`src/rtl/bcd_to_binary_seq.sv`:
```
// bcd_to_binary_seq: sequential BCD-to-binary converter (reverse double-dabble).
//
// Takes NDIG packed BCD digits (ONES in the least significant nibble) and
// returns the value as a BW-bit binary number, modulo 2^BW. The conversion
// uses one shift-right-and-correct step per clock and a start/busy/done
// handshake. The latency from the start edge to done is BW+1 clocks.
//
// Optional feature, selected by the macro BCD_DIGIT_CHECK_EN:
//   When the macro is defined, any input nibble above 9 at the start edge sets
//   a latched illegal flag. The conversion still takes the full latency. At
//   FINISH the flag drives err, and bin_out and ovf are forced to zero.
//   When the macro is not defined, err is tied low and illegal nibbles are
//   converted raw. That result is deterministic but has no meaning.
module bcd_to_binary_seq #(
    parameter int NDIG = 3,
    parameter int BW   = 8
) (
    input  logic              clk,
    input  logic              rst,
    input  logic              start,
    input  logic [4*NDIG-1:0] bcd_in,
    output logic              busy,
    output logic              done,
    output logic [BW-1:0]     bin_out,
    output logic              ovf,
    output logic              err
);

    localparam int DW = 4 * NDIG;        // width of the BCD field
    localparam int WW = DW + BW;         // width of the work register
    localparam int CW = $clog2(BW + 1);  // width of the iteration counter
    localparam logic [CW-1:0] LAST = CW'(BW - 1);

    typedef enum logic [1:0] {
        IDLE   = 2'd0,
        SHIFT  = 2'd1,
        FINISH = 2'd2
    } state_t;

    state_t        state_reg;
    state_t        state_next;

    // The upper DW bits hold the BCD field and the lower BW bits hold the binary field.
    logic [WW-1:0] w_reg;
    logic [WW-1:0] w_shift;
    logic [WW-1:0] w_step;
    logic [CW-1:0] cnt_reg;
    logic          last_shift;
    logic          start_accept;

    assign start_accept = (state_reg == IDLE) && start;
    assign last_shift   = (cnt_reg == LAST);

    // ------------------------------------------------------------------
    // One reverse double-dabble step. Shift the whole register right by
    // one bit. Then fix up each BCD nibble on its own: a nibble of 8 or
    // more after the shift had a bit move in from the digit above. That
    // bit is worth 5 in this digit, but the plain shift made it worth 8,
    // so subtract 3.
    // ------------------------------------------------------------------
    assign w_shift = {1'b0, w_reg[WW-1:1]};
    assign w_step[BW-1:0] = w_shift[BW-1:0];

    generate
        for (genvar gi = 0; gi < NDIG; gi++) begin : g_nib_fix
            logic [3:0] nib;
            assign nib = w_shift[BW+4*gi +: 4];
            assign w_step[BW+4*gi +: 4] = (nib >= 4'd8) ? (nib - 4'd3) : nib;
        end
    endgenerate

`ifdef BCD_DIGIT_CHECK_EN
    // Check every input digit for a value above 9 (digits A..F).
    logic [NDIG-1:0] nib_illegal;
    logic            flag_reg;

    generate
        for (genvar gi = 0; gi < NDIG; gi++) begin : g_nib_chk
            assign nib_illegal[gi] = (bcd_in[4*gi +: 4] > 4'd9);
        end
    endgenerate

    // Latch the illegal-digit flag at each accepted start; it is held until the next one.
    always_ff @(posedge clk or posedge rst) begin
        if (rst) begin
            flag_reg <= 1'b0;
        end else if (start_accept) begin
            flag_reg <= |nib_illegal;
        end
    end

    // err is loaded at FINISH, so it always goes with bin_out and ovf.
    always_ff @(posedge clk or posedge rst) begin
        if (rst) begin
            err <= 1'b0;
        end else if (state_reg == FINISH) begin
            err <= flag_reg;
        end
    end
`else
    assign err = 1'b0;
`endif

    // FSM state register.
    always_ff @(posedge clk or posedge rst) begin
        if (rst) begin
            state_reg <= IDLE;
        end else begin
            state_reg <= state_next;
        end
    end

    // FSM next-state logic: one IDLE cycle, BW SHIFT cycles, then one FINISH cycle.
    always_comb begin
        state_next = state_reg;
        case (state_reg)
            IDLE: begin
                if (start) begin
                    state_next = SHIFT;
                end
            end
            SHIFT: begin
                if (last_shift) begin
                    state_next = FINISH;
                end
            end
            FINISH: begin
                state_next = IDLE;
            end
            default: begin
                state_next = IDLE;
            end
        endcase
    end

    // FSM outputs: busy covers every cycle outside IDLE.
    always_comb begin
        busy = 1'b0;
        if (state_reg != IDLE) begin
            busy = 1'b1;
        end
    end

    // Work register and iteration counter. The input is captured only at an accepted start.
    always_ff @(posedge clk or posedge rst) begin
        if (rst) begin
            w_reg   <= '0;
            cnt_reg <= '0;
        end else begin
            case (state_reg)
                IDLE: begin
                    if (start) begin
                        w_reg   <= {bcd_in, {BW{1'b0}}};
                        cnt_reg <= '0;
                    end
                end
                SHIFT: begin
                    w_reg   <= w_step;
                    cnt_reg <= cnt_reg + CW'(1);
                end
                default: begin
                end
            endcase
        end
    end

    // Result registers and the done pulse. They change only at FINISH, so they
    // stay stable for the whole of the next conversion.
    always_ff @(posedge clk or posedge rst) begin
        if (rst) begin
            bin_out <= '0;
            ovf     <= 1'b0;
            done    <= 1'b0;
        end else begin
            done <= 1'b0;
            if (state_reg == FINISH) begin
                done <= 1'b1;
`ifdef BCD_DIGIT_CHECK_EN
                if (flag_reg) begin
                    bin_out <= '0;
                    ovf     <= 1'b0;
                end else begin
                    bin_out <= w_reg[BW-1:0];
                    ovf     <= |w_reg[WW-1:BW];
                end
`else
                bin_out <= w_reg[BW-1:0];
                // Any residue left in the BCD field after BW shifts means the value was 2^BW or more.
                ovf     <= |w_reg[WW-1:BW];
`endif
            end
        end
    end

endmodule

```
`config.mk`:
```
export PLATFORM = sky130hd
export DESIGN_NAME = bcd_to_binary_seq
export DESIGN_NICKNAME = d
export VERILOG_FILES = /design/src/rtl/bcd_to_binary_seq.sv
export SDC_FILE = /design/constraint.sdc
export NUM_CORES = 1
export LEC_CHECK = 0
export CAP_MARGIN = 20
export CORE_ASPECT_RATIO = 1.1
export CORE_MARGIN = 5
export CORE_UTILIZATION = 53
export CTS_CLUSTER_DIAMETER = 50
export CTS_CLUSTER_SIZE = 25
export DETAILED_ROUTE_END_ITERATION = 10
export PLACE_DENSITY = 0.82
export REMOVE_ABC_BUFFERS = 1
export SETUP_SLACK_MARGIN = 0.3
export SYNTH_ARGS = -nofsm -noshare
export SYNTH_HDL_FRONTEND = slang
export SYNTH_SLANG_ARGS = --single-unit
```
`constraint.sdc`:
```
create_clock -name clk -period 1.75 [get_ports clk]
set_input_delay 0.175 -clock clk [delete_from_list [all_inputs] [get_ports clk]]
set_output_delay 0.175 -clock clk [all_outputs]
set_load 0.02 [all_outputs]
```
### After elaboration in Yosys (flattened, before gate mapping)

Index checks and enable logic that the tools add are counted.

* register bits after elaboration: 36
* bits in read-only memories: 0
* RAM bits: 0
* memories: 0
* bits in latches: 0
* output and inout port bits: 12
* input port bits: 15
* word-level logic and storage cells: 36

* shift operators: 0
* $add $sub $neg: 4
* $lt $le $gt $ge: 3
* divide/modulo/power cells: 0
* muxes and demuxes: 12
* multiply operators: 0
* equality and inequality tests: 5
* reductions and logical operators: 6
* bitwise operators: 0

Operators by type and width (count)
* 20-bit case mux with 2 select lines: 1
* 20-bit 2-to-1 mux: 1
* 4-bit 2-to-1 mux: 4
* 12-bit OR reduction: 1
* 4-bit >= comparator (second input constant): 2
* 4-bit case mux with 2 select lines: 1
* 4-bit by 2-bit subtractor with 4-bit output (second input constant): 2
* 4-bit by 1-bit adder with 4-bit output (second input constant): 1
* 4-bit by 3-bit equality test with 1-bit output (second input constant): 1
* 3-bit by 4-bit >= comparator with 1-bit output (second input constant): 1
* 2-bit 2-to-1 mux: 2
* 2-bit inequality test (second input constant): 2
* 2-bit case mux with 2 select lines: 1
* 2-bit AND reduction: 2
* 2-bit nonzero test: 2
* 3-bit by 2-bit subtractor with 4-bit output (second input constant): 1
* 2-bit by 1-bit equality test with 1-bit output (second input constant): 1
* 2-bit equality test (second input constant): 1
* 2-bit logical NOT: 1
* 1-bit 2-to-1 mux: 2

### Longest topological paths before layout

Gate-level depths: netlist (run 1).

* depth in word-level cells: 3
* mapped depth: 6
* gate-level depth less buffers: 4

### Worst setup path before layout (run 1)

Ideal clock, no wire load.

* kind: reg-to-reg
* start: reg w_reg[13]
* end: reg w_reg[14]
* stages on the path, launching flop included: 5
* required time: 1627 ps
* library setup time: 123 ps
* path slack: 483 ps
* period minus slack after synthesis: 1267 ps
* arrival time: 1145 ps
* buffers on the path: 0
* cell sequence: dfrtp_1 -> ha_1 -> or2b_1 -> xnor2_1 -> o221a_2

* longest elaborated chain between the ends: 3
* elaborated cells on any way between the ends: 4
* classes of those cells: add/sub: 1; order compare: 1; mux: 2

Ends and longest elaborated chain
* start: declaration: RTL line 44 `logic [WW-1:0] w_reg;`
* start signal: assignment: RTL line 153 `w_reg <= {bcd_in, {BW{1'b0}}};`
* start signal: assignment: RTL line 158 `w_reg <= w_step;`
* 4-bit by 2-bit subtractor with 4-bit output or 4-bit >= comparator (tied branches): RTL line 68 `assign w_step[BW+4*gi +: 4] = (nib >= 4'd8) ? (nib - 4'd3) : nib;`
* 4-bit 2-to-1 mux *: RTL line 68
* 20-bit case mux with 2 select lines *: RTL line 150 `case (state_reg)`

Mark *: on every way between the ends. The rest lies on a longest branch, timed or not.
A chain may end at the register's enable or synchronous reset.

### Worst setup path after layout (run 1)

* start: reg state_reg[0]
* end: out busy

* longest elaborated chain between the ends: 2

Ends and longest elaborated chain
* start: declaration: RTL line 40 `state_t state_reg;`
* start signal: assignment: RTL line 109 `state_reg <= state_next;`
* 2-bit nonzero test: RTL line 139 `if (state_reg != IDLE) begin`
* 1-bit 2-to-1 mux: RTL line 139
* end: declaration: RTL line 22 `output logic busy,`

No other way between the ends.

==> metrics.md, run 1 <==
| Metric | Value |
|---|---|
| Clk_lat worst skew | `340 ps` |
| Worst Path Arrival | `1240 ps` |
| P per Cell Area | `1580 nW/um2` |
| Final hold viol count | `0` |
| Ratio of cells with drive above 1 in the final layout | `0.174` |
| Detail Placement HPWL | `2570 um` |
| Post-route DRC | `0` |
| Gr ovfl total | `0` |
| Post-layout min period | `1420 ps` |
| Per-cell routed wire length | `15.7 um` |
| Worst vdd ir | `0.000588 V` |
| Mapped Area | `1730 um2` |
| Largest register FFs | `20` |
| Crit-path cells | `nor2_4 > inv_1 > clkdlybuf4s15_1` |
| Largest family of logic cells by synthesized area | `compound AO/OA/AOI/OAI gates` |
| RSZ-0062 raised after global routing | `yes` |
| Via Count | `1296` |
| CTS Hold Bufs | `0` |
| Crit Path Class | `reg -> out` |
| Die Ht | `69.9 um` |
| Gpl congestion | `0.928` |
| CTS tree | `done` |
| Final setup violation count | `0` |
| CP endpoint kind | `output port` |
| Max Slew Vio Count | `0` |
| Ports | `27` |
| Static power due to leakage | `1.03 nW` |
| Core Box Area | `3100 um2` |
| Fmax achieved | `0.706 GHz` |
| Simple-gate area share of the yosys netlist | `0.168` |
| Crit Reg-Reg Startpoint | `w_reg[13]` |
| Sequential fraction of the synthesis area | `0.521` |
| First-pass iteration count of the detailed router | `4` |
| Pin count of the biggest net entering global routing | `37` |
| CP Data Required Time | `1570 ps` |
| Total track usage | `0.173` |
| Worst Setup Start Kind | `flip-flop` |
| Clock Sinks | `36` |
| PortBufs | `25` |
| Sum Neg Setup Slack | `0 ps` |
| Synth-to-layout area growth | `18.2%` |
| Post-synthesis area per instance | `10.7 um2` |
| Slowest stage cell, crit path | `dfrtp_1` |
| First-pass GRT wire length | `6090 um` |
| Max Root-Sink Buffers | `2` |
| Ant. Diodes | `0` |
| Initial antenna violation count | `0` |
| Critical R2R Capture | `w_reg[13]` |
| Vias in the first global route | `1306` |
| Die Area | `4510 um2` |
| Final Util | `0.660` |
| Routed wire length | `3510 um` |
| Ys async rst share | `1.00` |
| Count of different cell masters after synthesis | `40` |
| Synth Area in Compound Gates | `0.171` |
| CTS buffer count | `5` |
| Clock Skews | `7.72 ps` |
| Status | `finished, final reports clean` |
| H-tree depth | `2` |
| Row Count | `21` |
| Post-Synth Adder-Cell Area | `0.0362` |
| Final ANT Viol Nets | `0` |
| Main flop type after synthesis | `dfrtp_1` |
| Crit-path max cell delay | `420 ps` |
| Reg2reg setup slack | `350 ps` |
| Starting Density | `0.558` |
| Hold Path Class | `in -> async` |
| Synthesis warning total | `0` |
| Drt via density | `5.79` |
| Critical path peak fanout | `3` |
| Die Width | `64.5 um` |
| Post-synth EDFFs | `0` |
| Mux contribution to synthesized area | `0.0202` |
| Mapped Cells | `161` |
| Final Cycle Share | `0.809` |
| Initial drt markers | `76` |
| Clock transition at path regs | `100 ps` |
| Flops & latches, synth | `36` |
| Max-Cap Viols | `0` |
| Clock Root Buffer | `clkbuf_4` |
| XOR/XNOR share of the synthesized area | `0.0202` |
| Reg2Reg Depth | `4` |
| Final net count | `212` |
critical path, delay by kind of cell (launching register included):
family	cells	cell delay (ps)
buffers and inverters	2	330
and+or+nand+nor	1	150
DFF	1	420
Yosys cell counts (all sizes together) (2+ instances only):
cell,n,share of area
xnor2,2,0.010
o221a,3,0.020
ha,5,0.036
o22ai,2,0.0072
and3b,3,0.015
nor2b,4,0.019
nand3b,2,0.0087
mux2i,2,0.012
nor2,5,0.012
o21ai,5,0.014
dfrtp,36,0.52
nand2b,2,0.0072
a31oi,4,0.014
xor2,2,0.010
a22o,11,0.062
buf,9,0.043
inv,9,0.020
nand3,2,0.0058
nand2,32,0.071
a21oi,6,0.017
nor4,3,0.011
final cells by class:
| class | instances | area [um2] |
|---|---|---|
| inverter | 9 | 33.8 |
| clock buffer | 5 | 37.5 |
| multi-input combinational | 107 | 729 |
| fill | 232 | 1050 |
| sequential | 36 | 901 |
| tap | 34 | 42.5 |
| timing repair buffer | 33 | 302 |
report_power, final:
group | leakage [nW] | total (mW) | internal (mW) | switching [mW]
clock network | 0.0230 | 0.383 | 0.134 | 0.249
registers | 0.463 | 1.49 | 1.16 | 0.332
logic | 0.548 | 1.35 | 0.693 | 0.655
total | 1.03 | 3.23 | 1.99 | 1.24
through the flow:
step           hold slack, ps  instance area (um2)  cells  worst slack, ps  power (mW)
2_1_floorplan             298                 1660    152              387        2.38
3_3_place_gp              457                 2010    219              303        2.82
3_5_place_dp              461                 2010    219              270        2.91
4_1_cts                   253                 2040    224              267        3.23
5_1_grt                   312                 2050    224              281        3.45
6_report                  237                 2050    224              334        3.23
routing by layer:
| layer | global-route usage | up-vias | wire length (um) |
|---|---|---|---|
| li1 | - | 616 | - |
| met1 | 0.213 | 637 | 1520 |
| met2 | 0.284 | 38 | 1720 |
| met3 | 0.0529 | 5 | 217 |
| met4 | 0.0634 | 0 | 56 |
| met5 | 0 | - | 0 |
cells in the final DEF, fill, tap and decap left out, types with 2 or more instances in the layout:
cell type,n
nor4_1,3
mux2i_1,2
and3b_1,3
o221a_2,3
nand2b_1,2
nand2_1,31
ha_1,5
a22o_1,2
nand3_1,2
clkdlybuf4s50_1,14
a31oi_1,4
inv_1,8
a22o_2,9
dlygate4sd2_1,9
buf_4,8
nand3b_1,2
xor2_1,2
o21ai_0,5
dfrtp_1,36
clkbuf_4,5
nor2b_1,3
o22ai_1,2
a21oi_1,6
nor2_1,3
xnor2_1,2
how the worst max path moves through the flow:
stage                  from        to  cells after the start
2_1_floorplan  state_reg[0]       ovf                      3
3_3_place_gp          start  w_reg[0]                      4
3_5_place_dp          start  w_reg[3]                      4
4_1_cts        state_reg[1]      busy                      3
5_1_grt        state_reg[1]      busy                      3
6_report       state_reg[0]      busy                      3
kinds of logic after synthesis:
family                   after synthesis
adder cells (fa/ha/maj)                5
buffers and inverters                 18
XOR/XNOR                               4
AO/OA/AOI/OAI                         37
other                                  1
multiplexers                           3
AND/OR/NAND/NOR                       57
flip-flops                            36
timing repair:
item,4_1_cts,5_1_grt
endpoints found under the setup margin,10,2
setup buffers,0,0
resized for setup,12,2
cloned,0,0
pin swaps,0,1
Power figures use the tool's default switching activity.
==> run 2: changes to the inputs <==
--- a/config.mk
+++ b/config.mk
@@ -8,11 +8,11 @@
 export CAP_MARGIN = 20
 export CORE_ASPECT_RATIO = 1.1
 export CORE_MARGIN = 5
-export CORE_UTILIZATION = 53
+export CORE_UTILIZATION = 47
 export CTS_CLUSTER_DIAMETER = 50
 export CTS_CLUSTER_SIZE = 25
 export DETAILED_ROUTE_END_ITERATION = 10
-export PLACE_DENSITY = 0.82
+export PLACE_DENSITY = 0.77
 export REMOVE_ABC_BUFFERS = 1
 export SETUP_SLACK_MARGIN = 0.3
 export SYNTH_ARGS = -nofsm -noshare
==> constraint.sdc (replaced) <==
create_clock -name clk -period 1.2 [get_ports clk]
set_input_delay 0.12 -clock clk [delete_from_list [all_inputs] [get_ports clk]]
set_output_delay 0.12 -clock clk [all_outputs]
set_load 0.02 [all_outputs]
==> run 2 against run 1 <==
Net effect: the flow now finishes with violations (negative setup slack); non-clock buffer count is 40 higher; flip-flop and latch count stayed put; clock skew is 2.3 ps lower; final cell count is 27% higher; clock power grew to 2.8 times the previous value; final area is 36% higher; worst setup slack worse by 460 ps; first-iteration DRC count is 16% lower; sequential power is 56% higher; global-route usage is 2.5 points higher; combinational power grew to 2.6 times the previous value.
==> metrics.md, run 2 (synthesized netlist as in run 1, its figures left out) <==
| Metric | Value |
|---|---|
| Most frequent cells in the layout | `dfrtp_1 (36), buf_4 (33), buf_6 (23), nand2_2 (20), clkdlybuf4s50_1 (14) (was dfrtp_1 (36), nand2_1 (31), clkdlybuf4s50_1 (14), a22o_2 (9), dlygate4sd2_1 (9))` |
| Gpl congestion | `0.902 (was 0.928)` |
| Row Count | `23 (was 21)` |
| Final instance area | `2790 um2 (was 2050 um2)` |
| Reg2Reg Depth | `4 (unchanged)` |
| Vias in the first global route | `1563 (was 1306)` |
| Clk_lat worst skew | `300 ps (was 340 ps)` |
| Final hold viol count | `0 (unchanged)` |
| Buffers & Inverters on Critical Path | `0 (was 2)` |
| Pin count of the biggest net entering global routing | `37 (unchanged)` |
| Slowest stage cell, crit path | `dfrtp_1 (unchanged)` |
| CP endpoint kind | `flip-flop (was output port)` |
| Per-cell routed wire length | `17.5 um (was 15.7 um)` |
| Initial antenna violation count | `0 (unchanged)` |
| Clock Skews | `5.41 ps (was 7.72 ps)` |
| Fmax achieved | `0.757 GHz` |
| Placed Area | `2170 um2 (was 2010 um2)` |
| Power after layout | `6.88 mW (was 3.23 mW)` |
| Synth-to-layout area growth | `61.0% (was 18.2%)` |
| Starting Density | `0.481 (was 0.558)` |
| Static power due to leakage | `1.37 nW (was 1.03 nW)` |
| Reg2reg setup slack | `-120 ps (was 350 ps)` |
| Clock Sinks | `36 (unchanged)` |
| Final ANT Viol Nets | `0 (unchanged)` |
| Clock Root Buffer | `clkbuf_8 (was clkbuf_4)` |
| Ant. Diodes | `0 (unchanged)` |
| Routed wire length | `4960 um (was 3510 um)` |
| Die Ht | `73.6 um (was 69.9 um)` |
| Die Width | `67.9 um (was 64.5 um)` |
| Final Non-Filler Cells | `284 (was 224)` |
| Worst Setup Start Kind | `flip-flop (unchanged)` |
| CP top delay family | `flip-flops (unchanged)` |
| Clock transition at path regs | `70 ps (was 100 ps)` |
| Pre-CTS WS | `-179 ps (was 270 ps)` |
| Post-route DRC | `0 (unchanged)` |
| Die Area | `5000 um2 (was 4510 um2)` |
| Max-Cap Viols | `0 (unchanged)` |
| Crit Reg-Reg Startpoint | `w_reg[13] (unchanged)` |
| Ports | `27 (unchanged)` |
| Worst Path Arrival | `1500 ps (was 1240 ps)` |
| H-tree depth | `2 (unchanged)` |
| Dpl cells | `252 (was 219)` |
| Initial drt markers | `64 (was 76)` |
| Drt via density | `5.37 (was 5.79)` |
| Total track usage | `0.198 (was 0.173)` |
| Slack of the critical path | `-121 ps (was 334 ps)` |
| Crit-path max cell delay | `420 ps (about the same)` |
| Post-layout min period | `1320 ps` |
| CTS buffer count | `5 (unchanged)` |
| Final Cycle Share | `1.10` |
| Max Slew Vio Count | `0 (unchanged)` |
| Critical R2R Capture | `w_reg[14] (was w_reg[13])` |
| CP Data Required Time | `1380 ps (was 1570 ps)` |
| Failing checks | `negative setup slack` |
| Core Box Area | `3600 um2 (was 3100 um2)` |
| Sum Neg Setup Slack | `-1300 ps (was 0 ps)` |
| Max Root-Sink Buffers | `2 (unchanged)` |
| PortBufs | `25 (unchanged)` |
| First-pass GRT wire length | `7220 um (was 6090 um)` |
| Crit-path cells | `ha_2 > or2b_1 > xnor2_1 > o221a_2 (was nor2_4 > inv_1 > clkdlybuf4s15_1)` |
| Largest register FFs | `20 (unchanged)` |
| Detail Placement HPWL | `2760 um (was 2570 um)` |
| First-pass iteration count of the detailed router | `4 (unchanged)` |
| P per Cell Area | `2470 nW/um2 (was 1580 nW/um2)` |
| Final net count | `253 (was 212)` |
| CTS tree | `done (unchanged)` |
| Commonest non-fill, non-tap cell in the layout | `dfrtp_1 (unchanged)` |
| RSZ-0062 raised after global routing | `yes (unchanged)` |
| Crit Path Class | `reg -> reg (was reg -> out)` |
| CTS Hold Bufs | `0 (unchanged)` |
| Final setup violation count | `21 (was 0)` |
| Worst vdd ir | `0.00144 V (was 0.000588 V)` |
| Via Count | `1524 (was 1296)` |
| Ratio of cells with drive above 1 in the final layout | `0.538 (was 0.174)` |
| Gr ovfl total | `0 (unchanged)` |
| Status | `finished with violations (was finished, final reports clean)` |
| Final Util | `0.774 (was 0.660)` |
| Critical path peak fanout | `4 (was 3)` |
| Hold Path Class | `in -> async (unchanged)` |
| WHS | `166 ps (was 237 ps)` |
==> run 2: cell count changes in the layout (fill, tap and decap cells not counted), moves of 3 or more <==
cell,delta
clkbuf_8,+5
clkbuf_4,-5
o21ai_1,+3
a22o_4,+9
nand2_1,-22
a21oi_2,+4
buf_4,+25
o21ai_0,-5
dlygate4sd2_1,-9
a22o_2,-9
buf_6,+23
a21oi_1,-4
nand2_2,+19
==> run 2: worst register-to-register path, stage by stage (launching register included) <==
cell and delay [ps]:
dfrtp_1 420, ha_2 190, or2b_1 230, xnor2_1 130
o221a_2 230
==> run 2: timing repair <==
item	in CTS	in global routing
resized for setup	110	36
endpoints found under the setup margin	47	47
gates cloned	3	1
buffers inserted	10	10
pin swaps	17	15
==> run 2: cell type report <==
| class | instances | area (um2) |
|---|---|---|
| inverter | 9 | 38.8 |
| timing repair buffer | 73 | 687 |
| multi-input combinational | 108 | 985 |
| fill | 232 | 812 |
| clock inverter | 3 | 42.5 |
| tap | 50 | 62.6 |
| sequential | 36 | 901 |
| clock buffer | 5 | 68.8 |
==> run 2: power breakdown <==
part	internal (mW)	total (mW)	leakage, nW	switching (mW)
Combinational	2.00	3.47	0.855	1.47
Sequential	1.70	2.33	0.463	0.635
Clock	0.615	1.07	0.0541	0.458
==> run 2: worst max-delay path by stage <==
stage | endpoint | cells past startpoint | slack (ps) | from
finish | w_reg[14] | 4 | -120 | w_reg[13]
global route | w_reg[14] | 4 | -170 | w_reg[13]
CTS | w_reg[14] | 4 | -100 | w_reg[14]
detailed placement | w_reg[12] | 5 | -180 | start
global placement | w_reg[14] | 5 | -130 | start
floorplan | ovf | 3 | -160 | state_reg[0]
==> run 2: layer usage <==
layer,up-vias,track usage,routed length (um)
li1,700,-,-
met1,737,0.224,1870
met2,71,0.324,2610
met3,16,0.0627,286
met4,0,0.113,197
met5,-,0,0
==> run 3: changes to the inputs <==
--- a/config.mk
+++ b/config.mk
@@ -15,6 +15,7 @@
 export PLACE_DENSITY = 0.77
 export REMOVE_ABC_BUFFERS = 1
 export SETUP_SLACK_MARGIN = 0.3
+export SLEW_MARGIN = 20
 export SYNTH_ARGS = -nofsm -noshare
 export SYNTH_HDL_FRONTEND = slang
 export SYNTH_SLANG_ARGS = --single-unit
==> results of run 3 <==
No change in the layout: final DEF, timing and power equal those of run 2.
==> RTL change 1, RTL diff (flow settings as in run 1) <==
The option `BCD_DIGIT_CHECK_EN` is turned on by a define.
--- a/src/rtl/bcd_to_binary_seq.sv
+++ b/src/rtl/bcd_to_binary_seq.sv
@@ -11,6 +11,8 @@
 //   FINISH the flag drives err, and bin_out and ovf are forced to zero.
 //   When the macro is not defined, err is tied low and illegal nibbles are
 //   converted raw. That result is deterministic but has no meaning.
+`define BCD_DIGIT_CHECK_EN
+
 module bcd_to_binary_seq #(
     parameter int NDIG = 3,
     parameter int BW   = 8
Check against the original RTL: no difference found for any inputs over 10 cycles, from zero or initial values and one cycle with rst high; that may be too few to reach the edited logic, so the function may still have changed.
==> RTL change 1 against run 1 <==
Die area grew 3.4%. Power is 12% higher. Cell area grew 7.6%. Sequential share of layout area decreased by 0.72 points. Count of clock-buffer cells in the layout grew 2. Worst setup slack improved by 0.0077 ns. First-iteration DRC count increased by 24%. Synthesized area is 4.0% higher. Sequential power grew 5%. Synthesized cell count up 8.1%. Routed wire length rose by 7.1%. Sequential cell count increased by 2. Clock skew barely moved. Combinational power is 17% higher. Critical endpoint is now cnt_reg[1]$_DFFE_PP0P_. Largest cell class unchanged. Highest routed layer unchanged.
==> RTL change 1: results (changes against run 1) <==
set qor(met2_length_mm) 1.86 ;# +8.3%
set qor(final_layout_size_suffix_gt1_frac) 0.128 ;# -0.0457
set qor(synth_cell_type_count) 36 ;# -10%
set qor(finalClockSkew_ns) 0.00737 ;# -0.000358 ns
set qor(grt_pass1_wl_mm) 6.50 ;# +6.7%
set qor(synth_compound_gate_area_share) 0.196 ;# +0.0253
set qor(postSynthCellCount) 174 ;# +8.1%
set qor(endpoint) {cnt_reg[1]$_DFFE_PP0P_}
set qor(synthTopCellsByArea) {dfrtp_1 53%, a22o_1 4.4%, nand2b_1 4.2%}
set qor(grt_start_max_net_pins) 39 ;# +5.4%
set qor(antenna-diode-count) 0 ;# unchanged
set qor(post_synth_fa_ha_maj_area_fraction) 0.0347 ;# -0.00141
set qor(routed_wl_mm) 3.76 ;# +7.1%
set qor(grt.met1_usage) 0.212 ;# -0.00109
set qor(detailed_place.area_um2) 2120 ;# +5.4%
set qor(share_comb_of_total_power) 0.438 ;# +0.020
set qor(drt_pass1_iterations) 5 ;# +1
set qor(synth_seq_area_share) 0.528 ;# +0.00754
set qor(crit_start) {state_reg[0]$_DFFE_PP0P_}
set qor(final_cells) 247 ;# +10%
set qor(wl_met3_um) 205 ;# -5.5%
set qor(worstPathArrival_ns) 1.68 ;# +0.44 ns
set qor(p_sw_frac) 0.390 ;# +0.00734
set qor(finalHoldWorstSlack_ns) 0.238 ;# +0.000987 ns
set qor(ys_top_cells_by_count) {38 x dfrtp_1, 17 x nand2_1, 12 x nand2b_1, 12 x o21ai_1, 10 x inv_1}
set qor(grtUsageMet2) 0.305 ;# +0.0204
set qor(finalWeightedCongestion) 0.842 ;# -9.3%
set qor(worst_path_max_delay_cell) {dfrtp_2}
set qor(crit_path_max_incr_delay_ns) 0.46 ;# +0.04 ns
set qor(global_route.usage.total) 0.179 ;# +0.00577
set qor(post_synthesis_mux_area_share) 0.0236 ;# +0.00338
set qor(gr-usage-met3) 0.0429 ;# -0.0100
set qor(dr.max_layer_used) {met4}
set qor(finalNetCount) 230 ;# +8.5%
set qor(crit_family) {compound AO/OA/AOI/OAI gates}
set qor(number_of_global_route_vias_before_repair) 1492 ;# +14%
set qor(leakage_nw) 1.09 ;# +5.1%
set qor(dpl.hpwl_mm) 2.70 ;# +4.9%
set qor(outcome) {finished clean}
set qor(detailroute.via_count) 1445 ;# +11%
RTL change 1: what timing repair did:
item                                   4_1_cts  5_1_grt
buffers inserted                             2        3
resized for setup                           14        3
endpoints found under the hold margin        0        0
setup endpoints to repair                   29       23
RTL change 1: final cells by class:
type / instances / area (um2)
multi-input combinational: 115 / 761
inverter: 10 / 37.5
fill: 260 / 1100
sequential: 38 / 953
clock buffer: 7 / 55.1
timing repair buffer: 40 / 344
tap: 36 / 45.0
clock inverter: 1 / 5.00
RTL change 1: cell families (layout without fill, tap and decap cells):
family,after synthesis,count (layout)
buffers and inverters,21,58
muxes,4,4
DFF,38,38
AOI/OAI and AO/OA,52,52
and+or+nand+nor,50,50
xor gates and xnor gates,4,4
adders and majority gates,5,5
RTL change 1: stage by stage:
stage          setup slack, ns   util  total power, mW
5_1_grt                  0.262  0.666             3.87
6_report                 0.342  0.666             3.60
3_3_place_gp             0.209  0.641             3.03
3_5_place_dp             0.108  0.641             3.14
4_1_cts                  0.218  0.660             3.57
2_1_floorplan           -0.126      -             2.52
==> RTL change 2, RTL diff (config.mk and constraints of run 1) <==
Made on the original files. The 3 states of `state_t` get a one-hot encoding in 3 bits.
--- a/src/rtl/bcd_to_binary_seq.sv
+++ b/src/rtl/bcd_to_binary_seq.sv
@@ -31,10 +31,10 @@
     localparam int CW = $clog2(BW + 1);  // width of the iteration counter
     localparam logic [CW-1:0] LAST = CW'(BW - 1);
 
-    typedef enum logic [1:0] {
-        IDLE   = 2'd0,
-        SHIFT  = 2'd1,
-        FINISH = 2'd2
+    typedef enum logic [2:0] {
+        IDLE   = 3'b001,
+        SHIFT  = 3'b010,
+        FINISH = 3'b100
     } state_t;
 
     state_t        state_reg;
Function: same outputs for any inputs over 10 cycles, from zero or initial values and one cycle with rst high; not proved beyond that.
==> RTL change 2 against run 1 <==
Worst setup slack worse by 0.16 ns. Fmax is 10% lower. Worst hold slack worse by 0.013 ns. Synthesized area stayed put. Sequential share of layout area is 1.7 points lower. Non-clock buffer count is 5 higher. Register-to-register slack worse by 0.16 ns. Sequential cell count is 1 higher. Critical path type unchanged. Largest cell class unchanged. Routed wire length is 8.5% higher. Clock power is 14% higher. Clock skew is 0.0067 ns higher. Cell area is 7.3% higher. Power is 9.8% lower.
==> RTL change 2: results (changes against run 1) <==
set qor(crit_path_max_incr_delay_ns) 0.55 ;# +0.13 ns
set qor(final_cells) 225 ;# +0.45%
set qor(drtIter0Drc) 102 ;# +34%
set qor(post_drt_via_cell_ratio) 5.89 ;# +1.8%
set qor(wl_met3_um) 229 ;# +5.5%
set qor(gr-usage-met3) 0.0609 ;# +0.00801
set qor(postSynthCellCount) 153 ;# -5.0%
set qor(worst_path_max_delay_cell) {dfstp_2}
set qor(finalHoldWorstSlack_ns) 0.224 ;# -0.0128 ns
set qor(grt.met1_usage) 0.225 ;# +0.0117
set qor(timing.reg2reg.setup_slack_ns) 0.19 ;# -0.16 ns
set qor(worst_flop_to_flop_path_endpoint) {w_reg[2]$_DFFE_PP0P_}
set qor(ff2ff_path_depth) 5 ;# +1
set qor(detail_route.wirelength.met1_mm) 1.52 ;# +0.26%
set qor(place_ws_ns) 0.0772 ;# -0.193 ns
set qor(path_clk_slew_ns) 0.12 ;# +0.02 ns
set qor(finalClockSkew_ns) 0.0145 ;# +0.00674 ns
set qor(grt_pass1_wl_mm) 6.43 ;# +5.5%
set qor(post_cts_resize_count) 18 ;# +6
set qor(crit_family) {flip-flops}
set qor(synth_cell_type_count) 39 ;# -2.5%
set qor(grt_start_max_net_pins) 38 ;# +2.7%
set qor(synthTopCellsByArea) {dfrtp_1 52%, mux2_2 5.2%, nand2_1 5.0%}
set qor(yosys_warnings) 0 ;# unchanged
set qor(routed_wire_length_per_instance_um) 16.9 ;# +8.1%
set qor(post-place-cells) 213 ;# -2.7%
set qor(outcome) {finished clean}
set qor(max-vdd-ir-drop_mv) 0.637 ;# +8.3%
set qor(leakage_nw) 1.08 ;# +4.3%
set qor(grtUsageMet2) 0.302 ;# +0.0172
set qor(ys_top_cells_by_count) {36 x dfrtp_1, 23 x nand2_1, 9 x a22o_1, 8 x mux2_2, 7 x a31oi_1}
set qor(global_route.usage.total) 0.187 ;# +0.0135
set qor(finalWeightedCongestion) 0.862 ;# -7.2%
set qor(met2_length_mm) 1.97 ;# +15%
set qor(number_of_global_route_vias_before_repair) 1324 ;# +1.4%
set qor(crit_path_max_fo) 2 ;# -1
set qor(final_layout_size_suffix_gt1_frac) 0.220 ;# +0.0462
set qor(synth_seq_area_share) 0.536 ;# +0.0152
set qor(detailed_place.area_um2) 2060 ;# +2.3%
set qor(r2r-start) {state_reg[0]$_DFFE_PP1P_}
set qor(dpl.hpwl_mm) 2.57 ;# -0.25%
set qor(max_clock_freq_mhz) 635 ;# -10%
[RTL change 2: cell types whose count changed after synthesis, moves of 4 or more]
cell     delta
mux2_2      +8
a22o_2      -9
a22o_1      +7
nand2_1     -8
mux2i_1     +4
[RTL change 2: final cells by class]
cell class,count,area [um2]
clock buffer,6,41.3
clock inverter,1,8.76
fill,230,906
inverter,6,22.5
multi-input combinational,103,791
sequential,37,928
tap,34,42.5
timing repair buffer,38,360
[RTL change 2: power breakdown]
part / internal, mW / switching [mW] / leakage [nW] / total, mW
Clock: 0.153 / 0.284 / 0.0283 / 0.437
Sequential: 1.06 / 0.257 / 0.483 / 1.32
Combinational: 0.595 / 0.559 / 0.566 / 1.15
Total: 1.81 / 1.10 / 1.08 / 2.91
[RTL change 2: cells by family after synthesis]
kind of cell,share of synthesized area
buf+inv,0.0405
fa+ha+maj,0.0362
flops,0.536
xor+xnor,0.0202
simple gates,0.147
mux,0.0954
compound gates,0.123
other cells,0.00217
